==> src/rtl/cacheline_burst_responder_if.sv <==
// Cache line request/response and physical memory burst signals for cacheline_burst_responder.
// master: the cache plus memory side; slave: the responder.
interface cacheline_burst_responder_if #(
    parameter int unsigned LINE_W = 256,
    parameter int unsigned BEAT_W = 64
);
    logic              line_read;
    logic              line_write;
    logic [31:0]       line_addr;
    logic [LINE_W-1:0] line_wdata;
    logic [LINE_W-1:0] line_rdata;
    logic              line_resp;

    logic              mem_read;
    logic              mem_write;
    logic [31:0]       mem_addr;
    logic [BEAT_W-1:0] mem_wdata;
    logic [BEAT_W-1:0] mem_rdata;
    logic              mem_resp;

    modport master (
        output line_read, line_write, line_addr, line_wdata, mem_rdata, mem_resp,
        input  line_rdata, line_resp, mem_read, mem_write, mem_addr, mem_wdata
    );

    modport slave (
        input  line_read, line_write, line_addr, line_wdata, mem_rdata, mem_resp,
        output line_rdata, line_resp, mem_read, mem_write, mem_addr, mem_wdata
    );
endinterface

==> src/rtl/cacheline_burst_responder.sv <==
// Turns single 256-bit line reads/writes into 4-beat 64-bit memory bursts; all outputs registered.
// Optional last-read line buffer enabled by defining CACHELINE_LAST_READ_BUF_EN.
module cacheline_burst_responder #(
    parameter int unsigned BURST_LEN = 4,
    parameter int unsigned BEAT_W    = 64
) (
    input logic                       clk,
    input logic                       rst_n,
    cacheline_burst_responder_if.slave bus
);
    localparam int unsigned LineW = BURST_LEN * BEAT_W;
    localparam int unsigned CntW  = (BURST_LEN > 1) ? $clog2(BURST_LEN) : 1;
    localparam int unsigned OffW  = $clog2(LineW / 8);
    localparam int unsigned TagW  = 32 - OffW;
    localparam logic [31:0] AddrMask = ~((32'd1 << OffW) - 32'd1);
    localparam logic [CntW-1:0] LastBeat = CntW'(BURST_LEN - 1);

    typedef enum logic [1:0] {
        StIdle,
        StRdBurst,
        StWrBurst,
        StDone
    } state_e;

    state_e            state_q;
    logic [CntW-1:0]   beat_cnt_q;
    logic [CntW-1:0]   beat_nxt;
    logic [LineW-1:0]  wdata_q;
    logic [LineW-1:0]  line_rdata_q;
    logic              line_resp_q;
    logic              mem_read_q;
    logic              mem_write_q;
    logic [31:0]       mem_addr_q;
    logic [BEAT_W-1:0] mem_wdata_q;
`ifdef CACHELINE_LAST_READ_BUF_EN
    logic              valid_q;
    logic [TagW-1:0]   tag_q;
`endif

    assign beat_nxt = beat_cnt_q + CntW'(1);

    always_ff @(posedge clk) begin
        if (!rst_n) begin
            state_q      <= StIdle;
            beat_cnt_q   <= '0;
            wdata_q      <= '0;
            line_rdata_q <= '0;
            line_resp_q  <= 1'b0;
            mem_read_q   <= 1'b0;
            mem_write_q  <= 1'b0;
            mem_addr_q   <= '0;
            mem_wdata_q  <= '0;
`ifdef CACHELINE_LAST_READ_BUF_EN
            valid_q      <= 1'b0;
            tag_q        <= '0;
`endif
        end else begin
            line_resp_q <= 1'b0;
            unique case (state_q)
                StIdle: begin
                    // Write has priority; a concurrent read is dropped, not queued.
                    if (bus.line_write) begin
                        state_q     <= StWrBurst;
                        mem_write_q <= 1'b1;
                        mem_addr_q  <= bus.line_addr & AddrMask;
                        wdata_q     <= bus.line_wdata;
                        mem_wdata_q <= bus.line_wdata[BEAT_W-1:0];
                        beat_cnt_q  <= '0;
`ifdef CACHELINE_LAST_READ_BUF_EN
                        if (bus.line_addr[31:OffW] == tag_q) begin
                            valid_q <= 1'b0;
                        end
`endif
                    end else if (bus.line_read) begin
                        mem_addr_q <= bus.line_addr & AddrMask;
                        beat_cnt_q <= '0;
`ifdef CACHELINE_LAST_READ_BUF_EN
                        if (valid_q && (bus.line_addr[31:OffW] == tag_q)) begin
                            state_q     <= StDone;
                            line_resp_q <= 1'b1;
                        end else
`endif
                        begin
                            state_q    <= StRdBurst;
                            mem_read_q <= 1'b1;
                        end
                    end
                end

                StRdBurst: begin
                    if (bus.mem_resp) begin
                        line_rdata_q[int'(beat_cnt_q) * BEAT_W +: BEAT_W] <= bus.mem_rdata;
                        beat_cnt_q <= beat_nxt;
                        if (beat_cnt_q == LastBeat) begin
                            beat_cnt_q  <= '0;
                            state_q     <= StDone;
                            mem_read_q  <= 1'b0;
                            line_resp_q <= 1'b1;
`ifdef CACHELINE_LAST_READ_BUF_EN
                            valid_q     <= 1'b1;
                            tag_q       <= mem_addr_q[31:OffW];
`endif
                        end
                    end
                end

                StWrBurst: begin
                    // mem_wdata presents the next beat only once the current one is accepted.
                    if (bus.mem_resp) begin
                        beat_cnt_q  <= beat_nxt;
                        mem_wdata_q <= wdata_q[int'(beat_nxt) * BEAT_W +: BEAT_W];
                        if (beat_cnt_q == LastBeat) begin
                            beat_cnt_q  <= '0;
                            state_q     <= StDone;
                            mem_write_q <= 1'b0;
                            line_resp_q <= 1'b1;
                        end
                    end
                end

                StDone: begin
                    state_q <= StIdle;
                end

                default: begin
                    state_q <= StIdle;
                end
            endcase
        end
    end

    assign bus.line_rdata = line_rdata_q;
    assign bus.line_resp  = line_resp_q;
    assign bus.mem_read   = mem_read_q;
    assign bus.mem_write  = mem_write_q;
    assign bus.mem_addr   = mem_addr_q;
    assign bus.mem_wdata  = mem_wdata_q;
endmodule

==> src/flat_wrapper.sv <==
// flat-port wrapper written by rule: the top's interface ports become plain ports
module cacheline_burst_responder_flat 
#(
    parameter int unsigned BURST_LEN = 4,
    parameter int unsigned BEAT_W    = 64
)
  (clk, rst_n, bus_line_read, bus_line_write, bus_line_addr, bus_line_wdata, bus_mem_rdata, bus_mem_resp, bus_line_rdata, bus_line_resp, bus_mem_read, bus_mem_write, bus_mem_addr, bus_mem_wdata);
  cacheline_burst_responder_if #(.BEAT_W(BEAT_W)) bus_i ();
  input logic clk;
  input logic rst_n;
  input wire logic [$bits(bus_i.line_read)-1:0] bus_line_read;
  input wire logic [$bits(bus_i.line_write)-1:0] bus_line_write;
  input wire logic [$bits(bus_i.line_addr)-1:0] bus_line_addr;
  input wire logic [$bits(bus_i.line_wdata)-1:0] bus_line_wdata;
  input wire logic [$bits(bus_i.mem_rdata)-1:0] bus_mem_rdata;
  input wire logic [$bits(bus_i.mem_resp)-1:0] bus_mem_resp;
  output wire logic [$bits(bus_i.line_rdata)-1:0] bus_line_rdata;
  output wire logic [$bits(bus_i.line_resp)-1:0] bus_line_resp;
  output wire logic [$bits(bus_i.mem_read)-1:0] bus_mem_read;
  output wire logic [$bits(bus_i.mem_write)-1:0] bus_mem_write;
  output wire logic [$bits(bus_i.mem_addr)-1:0] bus_mem_addr;
  output wire logic [$bits(bus_i.mem_wdata)-1:0] bus_mem_wdata;
  assign bus_i.line_read = bus_line_read;
  assign bus_i.line_write = bus_line_write;
  assign bus_i.line_addr = bus_line_addr;
  assign bus_i.line_wdata = bus_line_wdata;
  assign bus_i.mem_rdata = bus_mem_rdata;
  assign bus_i.mem_resp = bus_mem_resp;
  assign bus_line_rdata = bus_i.line_rdata;
  assign bus_line_resp = bus_i.line_resp;
  assign bus_mem_read = bus_i.mem_read;
  assign bus_mem_write = bus_i.mem_write;
  assign bus_mem_addr = bus_i.mem_addr;
  assign bus_mem_wdata = bus_i.mem_wdata;
  cacheline_burst_responder #(.BURST_LEN(BURST_LEN), .BEAT_W(BEAT_W)) u_core (.clk(clk), .rst_n(rst_n), .bus(bus_i));
endmodule
==> config.mk <==
export PLATFORM = sky130hd
export DESIGN_NAME = cacheline_burst_responder_flat
export DESIGN_NICKNAME = d
export VERILOG_FILES = /design/src/rtl/cacheline_burst_responder_if.sv /design/src/rtl/cacheline_burst_responder.sv /design/src/flat_wrapper.sv
export SDC_FILE = /design/constraint.sdc
export NUM_CORES = 1
export LEC_CHECK = 0
export ABC_CLOCK_PERIOD_IN_PS = 7400
export CAP_MARGIN = 20
export CORE_AREA = 2 2 277 279
export CTS_CLUSTER_DIAMETER = 200
export DETAILED_ROUTE_END_ITERATION = 8
export DIE_AREA = 0 0 279 281
export MAX_ROUTING_LAYER = met4
export PLACE_DENSITY = 0.57
export SLEW_MARGIN = 20
export SYNTH_ARGS = -nofsm -noshare
export SYNTH_HDL_FRONTEND = slang
export SYNTH_SLANG_ARGS = --single-unit
==> constraint.sdc <==
create_clock -name clk -period 7.4 [get_ports clk]
set_clock_uncertainty 0.2 [all_clocks]
set_input_delay 1.48 -clock clk [delete_from_list [all_inputs] [get_ports clk]]
set_output_delay 1.48 -clock clk [all_outputs]
set_load 0.02 [all_outputs]
==> results.md <==
- Switch share: 33.2%
- Seq/Total Area, Yosys: 54.0%
- Crit path required time: 7.73 ns
- Clk sinks: 610
- Combinational Power Share: 27.1%
- Initial antenna violation count: 37
- GP Congestion: 0.833
- Routed length per instance: 20.1 microns
- Setup TNS: 0 ns
- CTS buffer count: 71
- VDD IR-drop max: 0.000203 V
- LEAKAGE: 11.7 nW
- Util after Layout: 43.3%
- Max-cap viol count: 0
- PortBufs: 701
- Global-route wire length before repair: 124 mm
- Slew @ Worst Pin: 1.10 ns
- Final min period: 4.19 ns
- Largest net degree at the start of global routing: 164
- Total gr overflow: 0
- # rows: 101
- DR vias/cell: 4.85
- Met2 Use GR: 34.2%
- CP Class: in -> reg
- DR DRC count: 0
- IO Count: 712
- Routing usage on met1: 24.3%
- Final ANT Viol Nets: 0
- #FFs+latches synth: 610
- GR Util All Layers: 21.2%
- GR Util met3: 7.45%
- Flop pwr share: 38.9%
- Fillcell total: 7,615
- Placement Setup Slack: 2.45 ns
- Final WS setup: 3.21 ns
- Vias in the first global route: 19.4k
- CTS Buffer Depth: 3
- Die Height: 281 microns
- Clk pwr share: 33.9%
- Crit path DAT: 4.52 ns
- Synth Flop Type: dfxtp_1
- 1st-pass router iterations: 5
- Critical Path Source Type: primary input
- Layout area overhead: 44.7%
- Min Hold Slack: 0.251 ns
- Power Dens Cells: 316 nW/um^2
- Initial core utilization: 30.0%
- Slew HR: 26.6%
- Peak Freq: 238 MHz
- Clock latency on the worst-skew pair: 0.60 ns
- CP Max Fanout: 65
- # setup viols final: 0
- YS warnings: 0
- EDFF count, synth: 0
- Die width: 279 microns
- Clk root buf: clkbuf_16
- Setup Buffers After CTS: 0
- Hold Vio Cnt, Final: 0
- CTS tree: done
- Sw Pwr: 0.00342 W
- Commonest non-fill, non-tap cell in the layout: clkdlybuf4s50_1
- Final worst-path cycle share: 56.7%
- Mapped Cells: 2,535
- Most used routing layer: met2
- Post-CTS sizing: 0
- H-tree depth: 3
- Asr flop ratio synth: 0%
- Worst Hold Class: reg -> reg
- Layout Nets: 3,493
- Hold buffer count at cts: 0
- Run status: finished clean
- Synthesized area per cell: 8.91 sq um
- Crit end category: flop
- Unrepaired setup endpoints after global routing: false
- Total die area: 78,400 sq um
- PnR Total Power: 0.0103 W
- Distinct cells, synth: 38
- Clock transition at path regs: 0.06 ns
- Most frequent cells in the layout: clkdlybuf4s50_1 (700), dfxtp_1 (609), nand2_1 (569)
- Vias: 20.3k
- Share of cells above drive strength 1: 5.06%
- DP HPWL: 54.8 mm
- Fin. max-slew vios: 0
- Final WL: 84.2 mm
- Core Box Area: 75,400 sq um
- DRT iter0 DRCs: 1,290
- Internal: 0.00690 W
- Post-synthesis instance area: 22,600 sq um
-- logic make-up after synthesis --
logic type	count (synthesis)	synth area share [%]
and+or+nand+nor	877	15.9
AOI/OAI and AO/OA	680	19.3
DFF	610	54.0
buffers and inverters	224	4.21
muxes	132	5.85
adders and majority gates	11	0.609
other	1	0.0166
-- final timing paths --
kind                                                   startpoint  cells past startpoint                                      end  slack (ns)
worst max-delay path                                 bus_mem_resp                      6   u_core.bus.line_rdata[13]$_SDFFE_PN0P_        3.21
worst min-delay path             u_core.wdata_q[237]$_SDFFE_PN0P_                      2         u_core.wdata_q[237]$_SDFFE_PN0P_        0.25
worst max register to register  u_core.beat_cnt_q[0]$_SDFFE_PN0P_                      6  u_core.bus.line_rdata[189]$_SDFFE_PN0P_        3.88
worst min register to register   u_core.wdata_q[237]$_SDFFE_PN0P_                      2         u_core.wdata_q[237]$_SDFFE_PN0P_        0.25
-- cell type report --
type / instances / area [sq um] / share of cell area (%)
well taps: 978 / 1220 / 3.74
inverters: 7 / 33.8 / 0.103
multi-input cells: 1705 / 9550 / 29.2
clock buffers: 103 / 2060 / 6.30
flip-flops and latches: 610 / 12200 / 37.4
clock inverters: 24 / 269 / 0.823
diodes: 36 / 90.1 / 0.276
repair buffers: 730 / 7260 / 22.2
-- power groups by stage --
stage	registers (W)	clock network [W]	logic, W
2_1_floorplan	0.00425	0	0.00142
3_3_place_gp	0.00408	0	0.00282
3_5_place_dp	0.00408	0	0.00283
4_1_cts	0.00402	0.00360	0.00284
5_1_grt	0.00407	0.00373	0.00306
6_report	0.00402	0.00350	0.00280
-- synthesized netlist by cell type (3+ instances only) --
cell,count,area [sq um]
mux2i_1,131,1310
nand2_1,571,2140
nand3_1,6,30.0
o21ai_0,64,320
nand2b_1,5,31.3
nor3_1,66,330
buf_4,7,52.6
o22ai_1,64,400
inv_1,6,22.5
a22oi_1,82,616
a22o_1,176,1540
dfxtp_1,610,12200
ha_1,11,138
nor2_1,155,582
buf_6,6,67.6
buf_1,14,52.6
nor2b_1,64,400
a21oi_1,287,1440
and2_1,3,18.8
buf_2,32,160
clkbuf_1,158,593
-- metal layers --
metal	vias up	wire length [microns]	part of all wire (%)
li1	9987	-	-
met1	9601	34300	41
met2	639	40100	48
met3	115	7460	8.9
met4	0	2300	2.7
met5	-	0	0
-- through the flow --
step	std cells	cell area (sq um)
3_5_place_dp	4030	30300
5_1_grt	4192	32700
4_1_cts	4157	32600
2_1_floorplan	2539	22600
6_report	4193	32700
3_3_place_gp	4030	30300
-- registers in the layout (all words and copies together) (netlist names) --
| name | cells |
|---|---|
| u_core.wdata_q | 256 |
| u_core.bus.line_rdata | 256 |
| u_core.beat_cnt_q | 2 |
| u_core.bus.line_resp | 1 |
| u_core.bus.mem_read | 1 |
| u_core.bus.mem_write | 1 |
| u_core.state_q | 2 |
| u_core.bus.mem_addr | 27 |
| u_core.bus.mem_wdata | 64 |
-- worst max-delay path, cell delays in order --
cell and delay [ns]:
clkdlybuf4s50_1 0.86, nand3_4 0.81, nor4b_2 0.58, buf_4 0.47, a22oi_1 0.13, nor2_1 0.13
No activity file was read; power rests on OpenSTA's default activity.
